===== src/rtl/divmod_seq.sv =====
// divmod_seq: restoring shift-subtract divider producing one quotient bit per
// cycle, with optional two's-complement mode and a divide-by-zero flag.
module divmod_seq #(
  parameter int WIDTH     = 32,
  parameter int SIGNED_EN = 1
) (
  input  logic             clk,
  input  logic             reset,
  input  logic             start,
  input  logic             is_signed,
  input  logic [WIDTH-1:0] a,
  input  logic [WIDTH-1:0] b,
  output logic [WIDTH-1:0] quotient,
  output logic [WIDTH-1:0] remainder,
  output logic             busy,
  output logic             done,
  output logic             div_by_zero
);
  localparam int CW = (WIDTH > 2) ? $clog2(WIDTH) : 1;
  localparam logic [CW-1:0] LAST = CW'(WIDTH - 1);

  typedef enum logic [1:0] {
    IDLE = 2'd0,
    CALC = 2'd1,
    FIN  = 2'd2
  } state_t;

  state_t state, next_state;

  logic [CW-1:0]    count;
  logic [WIDTH-1:0] dvd, dvs, quo, rem;
  logic             neg_q, neg_r, zero_flag;
  logic             mode_signed;
  logic [WIDTH-1:0] a_mag, b_mag;
  logic [WIDTH:0]   shifted, diff;
  logic             sub_ok;

  // The magnitude of MIN is 2^(WIDTH-1), which still fits as an unsigned value.
  assign mode_signed = is_signed && (SIGNED_EN != 0);
  assign a_mag       = (mode_signed && a[WIDTH-1]) ? -a : a;
  assign b_mag       = (mode_signed && b[WIDTH-1]) ? -b : b;
  assign busy        = (state != IDLE);

  always_comb begin
    shifted = {rem, dvd[WIDTH-1]};
    diff    = shifted - {1'b0, dvs};
    sub_ok  = (shifted >= {1'b0, dvs});
  end

  always_ff @(posedge clk or negedge reset) begin
    if (!reset) state <= IDLE;
    else        state <= next_state;
  end

  always_comb begin
    next_state = state;
    case (state)
      IDLE:    if (start) next_state = (b == '0) ? FIN : CALC;
      CALC:    if (count == LAST) next_state = FIN;
      FIN:     next_state = IDLE;
      default: next_state = IDLE;
    endcase
  end

  // On divide-by-zero the raw dividend is parked in rem so FIN can return it unmodified.
  always_ff @(posedge clk or negedge reset) begin
    if (!reset) begin
      count       <= '0;
      dvd         <= '0;
      dvs         <= '0;
      quo         <= '0;
      rem         <= '0;
      neg_q       <= 1'b0;
      neg_r       <= 1'b0;
      zero_flag   <= 1'b0;
      quotient    <= '0;
      remainder   <= '0;
      done        <= 1'b0;
      div_by_zero <= 1'b0;
    end else begin
      done <= 1'b0;
      case (state)
        IDLE: begin
          if (start) begin
            dvd       <= a_mag;
            dvs       <= b_mag;
            quo       <= '0;
            rem       <= (b == '0) ? a : '0;
            count     <= '0;
            neg_q     <= mode_signed && (a[WIDTH-1] ^ b[WIDTH-1]);
            neg_r     <= mode_signed && a[WIDTH-1];
            zero_flag <= (b == '0);
          end
        end
        CALC: begin
          rem   <= sub_ok ? diff[WIDTH-1:0] : shifted[WIDTH-1:0];
          dvd   <= dvd << 1;
          quo   <= {quo[WIDTH-2:0], sub_ok};
          count <= count + 1'b1;
        end
        FIN: begin
          if (zero_flag) begin
            quotient  <= '1;
            remainder <= rem;
          end else begin
            quotient  <= neg_q ? -quo : quo;
            remainder <= neg_r ? -rem : rem;
          end
          div_by_zero <= zero_flag;
          done        <= 1'b1;
        end
        default: ;
      endcase
    end
  end

endmodule

===== config.mk =====
export PLATFORM = sky130hd
export DESIGN_NAME = divmod_seq
export DESIGN_NICKNAME = d
export VERILOG_FILES = /design/src/rtl/divmod_seq.sv
export SDC_FILE = /design/constraint.sdc
export NUM_CORES = 1
export LEC_CHECK = 0
export BUFFER_PORTS_ARGS = -buffer_cell sky130_fd_sc_hd__clkbuf_2
export CAP_MARGIN = 20
export CORE_ASPECT_RATIO = 1.25
export CORE_MARGIN = 5
export CORE_UTILIZATION = 45
export DETAILED_ROUTE_END_ITERATION = 7
export HOLD_SLACK_MARGIN = 0.08
export PLACE_DENSITY = 0.73
export SYNTH_ARGS = -nofsm -noshare
export SYNTH_HDL_FRONTEND = slang
export SYNTH_SLANG_ARGS = --single-unit

===== constraint.sdc =====
create_clock -name clk -period 4.2 [get_ports clk]
set_clock_uncertainty 0.05 [all_clocks]
set_input_delay 0.63 -clock clk [delete_from_list [all_inputs] [get_ports clk]]
set_output_delay 0.63 -clock clk [all_outputs]
set_load 0.01 [all_outputs]

==> summary.md, run 1 <==
| Metric | Value |
|---|---|
| Critical path class | reg -> reg |
| First-pass GRT wire length | 59700 um |
| Final #Nets | around 1700 |
| Outcome | completed |
| Cell Area, Placed | 0.0136 mm2 |
| Clk pin slew, worst setup/hold paths | around 60 ps |
| Slowest CP cell | nor2_2 |
| Cell depth of the worst setup path | 9 |
| Die Area | 0.0313 mm2 |
| Root buffer cell | clkbuf_16 |
| Mapped cell area | 0.0125 mm2 |
| Antenna Diode Count | 0 |
| Syn nets | 1587 |
| CP endpoint | rem[1] |
| RD Place Congestion | 0.960 |
| CP most frequent cell | a21oi_1 |
| Worst r2r path cells | 9 |
| Main synth FF type | dfrtp_1 |
| Top cells by count, synth | nand2_1, dfrtp_1, o21ai_0, nor2_1, a21oi_1 |
| Layout area overhead | 13.7% |
| Worst min path class | in -> async |
| Clock network fraction of design power | 0.160 |
| Clock Latency Late Sink | 530 ps |
| Critical-path maximum fanout | 12 |
| Die width | 159 um |
| Clock sinks | 204 |
| Slew Limit Fails | 0 |
| Number of global-route vias before repair | 11200 |
| Longest Clk Path Bufs | 3 |
| Sw Pwr | 0.00527 W |
| Most frequent cell after synthesis | nand2_1 |
| Fraction of layout instances using a drive strength above 1 | 0.135 |
| Final core occ | 0.517 |
| Final period utilization | 0.868 |
| H-tree Lvls | 1 |
| Max-cap violations | 0 |
| Critical path's largest stage delay | 540 ps |
| Number of flops mapped to enable cells by yosys | 0 |
| Total wire length | 36900 um |
| Initial antenna violation count | 0 |
| CP Cell Sequence | ha_1 -> a21oi_1 -> o21ai_1 -> a221o_1 -> o31ai_1 -> a21oi_2 -> nor2_2 -> mux2_2 -> a21oi_1 |
| Delay-heaviest family, CP | compound AO/OA/AOI/OAI gates |
| Cts bufs inserted | 22 |
| DR DRC count | 0 |
| Setup slack, reg-to-reg | 550 ps |
| Synth Register Bits | 204 |
| Total GRT Usage | 0.230 |
| Vias/cell | 5.87 |
| Register area share after synthesis | 0.407 |
| Post-synth top area share | 0.407 |
| Routed Antenna Nets | 0 |
| Fmax | 274 MHz |
| Port Buffers | 134 |
| Die H | about 200 um |
| Synth Instances | about 1500 |
| Largest net degree at the start of global routing | 107 |
| Post-layout min period | ~3600 ps |
| GRT Residual Overflow | 0 |
| Worst R2R Start | rem[7] |
| Starting density of the core | 0.455 |
| Post_cts resized | 0 |
| RR Endpoint | rem[1] |
| CP required | between 4000 and 5000 ps |
| Main area contributors after synthesis | dfrtp_1, nand2_1, o21ai_0 |
| Largest area contributor in the netlist | dfrtp_1 |
| Leakage | 6.39 nW |
| Filler Cell Count | 2636 |
| Worst-case headroom to the max-slew limit | 0.274 |
| Worst-Margin Slew | around 1100 ps |
| Routed vias | 11400 |
| Critical path buffer and inverter count | 0 |
| Core Rows | 68 |
| Fin cells | 1942 |
| Unrepaired setup endpoints after global routing | no |
| CP Capture Type | register |
| Synth warn | 0 |
| Net Sw Frac | 0.457 |
| Worst setup path start | rem[7] |
| Startpoint Class | register |
| Pre-CTS setup slack | 536 ps |
| P per Cell Area | 809 mW/mm2 |
| Fin area | 0.0143 mm2 |
| Wire per inst | 19.0 um |
| Mapped Avg Cell Area | 8.48 um2 |
| Part of the power in registers | 0.304 |
| Setup slack after layout | 553 ps |
| Pint | 0.00626 W |
| Post-CTS Hold Buffers | 0 |
| First DRT Iteration DRCs | 1069 |
| Inst Count DP | 1904 |
| Peak supply drop | 420 uV |
| HPWL after DPL | 27200 um |
| Core ar. | 0.0276 mm2 |
| Yosys cell types | about 70 |
| Sum Neg Setup Slack | 0 ps |
| Power share of the combinational group | 0.536 |
| CTS tree | done |
| CP arrival | between 4000 and 5000 ps |
| # Post-CTS Setup Buffers | 0 |
| Hold Vio Cnt, Final | 0 |
| TritonRoute pass-1 iters | 6 |
| I/O pin count | ~140 |
| Setup-failing EPs final | 0 |
| Ys async rst share | 1.00 |
[cell usage in the layout, fill, tap and decap left out, types with 5 or more instances in the layout]
master / Yosys / routed
clkbuf_16: 0 / 22
nand2_1: 244 / 243
nand2b_1: 15 / 14
o41ai_1: 15 / 15
a31oi_1: 35 / 35
nand3_1: 13 / 13
inv_1: 57 / 57
a221o_1: 8 / 8
dfrtp_1: 204 / 204
a21oi_1: 88 / 88
clkbuf_1: 70 / 7
ha_1: 38 / 38
nor4_1: 12 / 12
a211oi_1: 5 / 5
a21o_1: 14 / 14
xnor2_1: 69 / 69
o21ai_1: 27 / 27
o211ai_1: 5 / 5
mux2i_1: 5 / 5
nor3b_1: 5 / 5
or4_1: 10 / 10
o31ai_1: 25 / 25
clkbuf_8: 0 / 5
o21bai_1: 5 / 5
a22oi_1: 25 / 25
clkbuf_2: 0 / 133
o21ai_0: 164 / 164
buf_4: 0 / 24
a221oi_1: 29 / 29
nand4_1: 7 / 7
and2_1: 5 / 5
nor2_1: 93 / 92
and3_1: 11 / 11
nor3_1: 21 / 21
nor2b_1: 6 / 5
or3_1: 11 / 11
xor2_1: 63 / 63
[worst min-delay path by stage]
stage	start	endpoint	slack (ps)	cells after the start
floorplan	reset	count[0]	280	0
finish	reset	remainder[26]	110	1
detailed placement	quotient[31]	quotient[31]	410	2
global placement	quotient[26]	quotient[26]	410	2
CTS	reset	remainder[26]	150	1
global route	reset	remainder[26]	170	1
[layout make-up]
cell class / count / area [um2] / share of cell area
inverters: 57 / 214 / 0.0150
clock buffers: 33 / 632 / 0.0443
flip-flops and latches: 204 / 5100 / 0.358
well taps: 350 / 438 / 0.0307
repair buffers: 161 / 927 / 0.0650
multi-input cells: 1132 / 6910 / 0.485
clock inverters: 5 / 36.3 / 0.00254
[layer usage]
metal	GRT usage	vias to the layer above	share of wire
li1	-	5468	-
met1	0.289	5426	0.41
met2	0.390	416	0.48
met3	0.0370	85	0.062
met4	0.104	0	0.049
met5	0	-	0
[metrics by stage]
stage               total power (W)  hold slack [ps]
finish                       0.0115              112
global route                 0.0125              169
CTS                          0.0115              146
detailed placement          0.00959              413
global placement            0.00948              410
floorplan                   0.00783              284
[worst reg2reg max path, delay by kind of cell, from the launching register on]
kind / cells / cell delay [ps]
AO/OA/AOI/OAI: 6 / 1660
adder cells (fa/ha/maj): 1 / 430
flip-flops: 1 / 500
multiplexers: 1 / 410
AND/OR/NAND/NOR: 1 / 540
[flip-flops by register name (all words and copies together), names as in the netlist]
signal / cells
neg_q: 1
state: 2
rem: 32
done: 1
count: 5
zero_flag: 1
dvd: 32
quo: 32
quotient: 32
div_by_zero: 1
remainder: 32
dvs: 32
neg_r: 1
[power by group through the flow]
stage                     logic (W)  registers [W]  clock network, W
after floorplan             0.00456        0.00327                 0
after global placement      0.00600        0.00348                 0
after detailed placement    0.00608        0.00351                 0
after CTS                   0.00611        0.00348           0.00189
after global routing        0.00689        0.00359           0.00197
final                       0.00619        0.00351           0.00184
[kinds of logic after synthesis]
family	after synthesis	synth area share
AO/OA/AOI/OAI	477	0.236
adder cells (fa/ha/maj)	39	0.0395
XOR/XNOR	132	0.0921
buffers and inverters	144	0.0441
AND/OR/NAND/NOR	477	0.176
flip-flops	204	0.407
multiplexers	7	0.00578
Power figures use the tool's default switching activity.
==> run 2: changes to the inputs <==
--- a/config.mk
+++ b/config.mk
@@ -5,14 +5,15 @@
 export SDC_FILE = /design/constraint.sdc
 export NUM_CORES = 1
 export LEC_CHECK = 0
+export ABC_AREA = 1
 export BUFFER_PORTS_ARGS = -buffer_cell sky130_fd_sc_hd__clkbuf_2
-export CAP_MARGIN = 20
+export CAP_MARGIN = 30
 export CORE_ASPECT_RATIO = 1.25
 export CORE_MARGIN = 5
 export CORE_UTILIZATION = 45
 export DETAILED_ROUTE_END_ITERATION = 7
 export HOLD_SLACK_MARGIN = 0.08
-export PLACE_DENSITY = 0.73
+export PLACE_DENSITY = 0.72
 export SYNTH_ARGS = -nofsm -noshare
 export SYNTH_HDL_FRONTEND = slang
 export SYNTH_SLANG_ARGS = --single-unit
==> run 2 against run 1 <==
Die area rose by 12%. Sequential share of layout area fell by 3.8 points. Combinational power rose by 60%. Power rose by 35%. Routed wire length rose by 27%. Critical path depth rose by 6. Register-to-register slack improved by 800 ps. Sequential power rose by 3%. Worst setup slack improved by 800 ps. Clock-buffer cell count did not move. Critical path type unchanged. Largest power group unchanged.
==> summary.md, run 2 <==
| Metric | Value |
|---|---|
| Slew Limit Fails | 0 (unchanged) |
| Starting density of the core | 0.457 (+0.00212) |
| Final period utilization | 0.678 (-0.190) |
| H-tree Lvls | 1 (unchanged) |
| Max-cap violations | 0 (unchanged) |
| Pre-CTS setup slack | 1400 ps (+861 ps) |
| Outcome | completed |
| Post-layout min period | 2850 ps (-799 ps) |
| Yosys cell types | 59 (-18%) |
| Initial antenna violation count | 1 (+1) |
| CTS tree | done |
| Clock sinks | 204 (unchanged) |
| Root buffer cell | clkbuf_16 |
| Worst min path class | in -> reg |
| Layout area overhead | 12.6% |
| P per Cell Area | 978 mW/mm2 (+21%) |
| Top cells by count, synth | nand2_1, inv_1, dfrtp_1, nor2_1, nand3_1 |
| Syn nets | 2112 (+33%) |
| Largest area contributor in the netlist | dfrtp_1 |
| Mapped Avg Cell Area | 7.07 um2 (-17%) |
| Final #Nets | 2220 (+32%) |
| Antenna Diode Count | 0 (unchanged) |
| Filler Cell Count | 3128 (+19%) |
| First DRT Iteration DRCs | 1505 (+41%) |
| Clock Latency Late Sink | 540 ps (about the same) |
| GRT Residual Overflow | 0 (unchanged) |
| Fraction of layout instances using a drive strength above 1 | 0.132 (-0.00266) |
| Worst r2r path cells | 15 (+6) |
| Most frequent cell after synthesis | nand2_1 |
| Most common cell after layout, fill and taps aside | nand2_1 |
| First-pass GRT wire length | 73700 um (+23%) |
| Hold Vio Cnt, Final | 0 (unchanged) |
| Largest net degree at the start of global routing | 113 (+5.6%) |
| Mapped cell area | 0.0142 mm2 (+13%) |
| I/O pin count | 135 (unchanged) |
| Area of the multi-input gates | 0.00768 mm2 (+11%) |
| CP required | 4570 ps (-30 ps) |
| Startpoint Class | register |
| Core ar. | 0.0310 mm2 (+12%) |
| Post-synth top area share | 0.360 (-0.0466) |
| Routed vias | 14000 (+23%) |
| Storage element area | 0.00510 mm2 (unchanged) |
| Total GRT Usage | 0.260 (+0.0304) |
| Hold Path Cell Cnt | 3 |
| Die width | 169 um (+5.9%) |
| Die H | 208 um (+6.0%) |
| Die Area | 0.0352 mm2 (+12%) |
| Synth Register Bits | 204 (unchanged) |
| Main synth FF type | dfrtp_1 |
| DR DRC count | 0 (unchanged) |
| Wire per inst | 18.5 um (-2.6%) |
| Fmax | 351 MHz (+28%) |
| Routed Antenna Nets | 0 (unchanged) |
| Register area share after synthesis | 0.360 (-0.0466) |
| HPWL after DPL | 36600 um (+34%) |
| # Post-CTS Setup Buffers | 0 (unchanged) |
| Worst-case headroom to the max-slew limit | 0.312 (+0.0375) |
| CP arrival | 3220 ps (-820 ps) |
| Number of global-route vias before repair | 13500 (+21%) |
| Synth Instances | 2005 (+35%) |
| RD Place Congestion | 1.10 (+14%) |
| Commonest cells after routing, fill and taps aside | nand2_1, inv_1, dfrtp_1 |
| Cts bufs inserted | 23 (+4.5%) |
| Critical path class | reg -> reg |
| Synth warn | 0 (unchanged) |
| Main area contributors after synthesis | dfrtp_1, nand2_1, inv_1 |
| Leakage | 8.04 nW (+26%) |
| Number of flops mapped to enable cells by yosys | 0 (unchanged) |
| Vias/cell | 5.51 (-6.1%) |
| Critical-path maximum fanout | 30 (+18) |
| Setup-failing EPs final | 0 (unchanged) |
| Port Buffers | 134 (unchanged) |
| Final core occ | 0.515 (-0.00265) |
| Longest Clk Path Bufs | 3 (unchanged) |
| TritonRoute pass-1 iters | 6 (unchanged) |
| Clk pin slew, worst setup/hold paths | 60 ps (about the same) |
| Setup slack after layout | 1350 ps (+799 ps) |
| Core Rows | 72 (+5.9%) |
| Peak supply drop | 414 uV (-1.4%) |
| Unrepaired setup endpoints after global routing | no |
| Worst-Margin Slew | 1030 ps (-54.0 ps) |
| Total wire length | 47000 um (+27%) |
| Sum Neg Setup Slack | 0 ps (unchanged) |
| CP Capture Type | register |
| Ys async rst share | 1.00 (unchanged) |
run 2: worst max-delay path: stages, from the launching register on:
cell	delay, ps
dfrtp_1	490
ha_1	400
nand2_1	100
nand2_1	70
nand2_1	80
nand2_2	70
clkinv_1	60
nand3_2	130
nand2_1	100
nand2_2	90
nand2_4	100
inv_2	50
nor2_4	600
nand2_1	130
nand3_1	120
a21boi_1	70
run 2: repair_timing:
item | CTS | global route
resized for setup | 0 | 0
hold buffers | 1 | 0
hold endpoints to repair | 12 | 0
run 2: through the flow:
step,instance area [um2],hold slack [ps],total power (W),instances
4_1_cts,16000,336,0.0156,2537
3_5_place_dp,15200,423,0.0134,2494
3_3_place_gp,15100,414,0.0133,2493
5_1_grt,16000,376,0.0169,2537
2_1_floorplan,14200,284,0.0104,2005
6_report,16000,361,0.0156,2537
run 2: kinds of logic (layout without fill, tap and decap cells):
kind of cell | Yosys count | count (layout) | synth area share
flops | 204 | 204 | 0.360
xor+xnor | 83 | 83 | 0.0513
simple gates | 980 | 980 | 0.301
buf+inv | 349 | 474 | 0.0991
compound gates | 350 | 350 | 0.154
fa+ha+maj | 39 | 39 | 0.0350
run 2: layer usage:
layer | wire [um] | vias to the layer above | global-route usage
li1 | - | 6717 | -
met1 | 18700 | 6554 | 0.325
met2 | 22700 | 573 | 0.445
met3 | 3080 | 136 | 0.0372
met4 | 2480 | 0 | 0.116
met5 | 0 | - | 0
run 2: path summary, 6_finish.rpt:
kind                            slack (ps)            end          start
worst min register to register         440  remainder[31]  remainder[31]
worst min-delay path                   360         dvs[0]           b[0]
worst max register to register        1350        rem[28]         rem[5]
max in group asynchronous             2450        dvs[10]          reset
min in group asynchronous              470  remainder[11]          reset
worst max-delay path                  1350        rem[28]         rem[5]
run 2: where the power goes:
part	internal (W)	total (W)	switching, W
logic	0.00329	0.00991	0.00662
registers	0.00291	0.00361	0.000698
clock network	0.00123	0.00208	0.000851
run 2: area by class of cell:
cell class	count	share of cell area
repair buffers	150	0.0515
clock buffers	33	0.0416
flip-flops and latches	204	0.320
clock inverters	9	0.00729
multi-input cells	1452	0.481
well taps	407	0.0319
inverters	282	0.0664
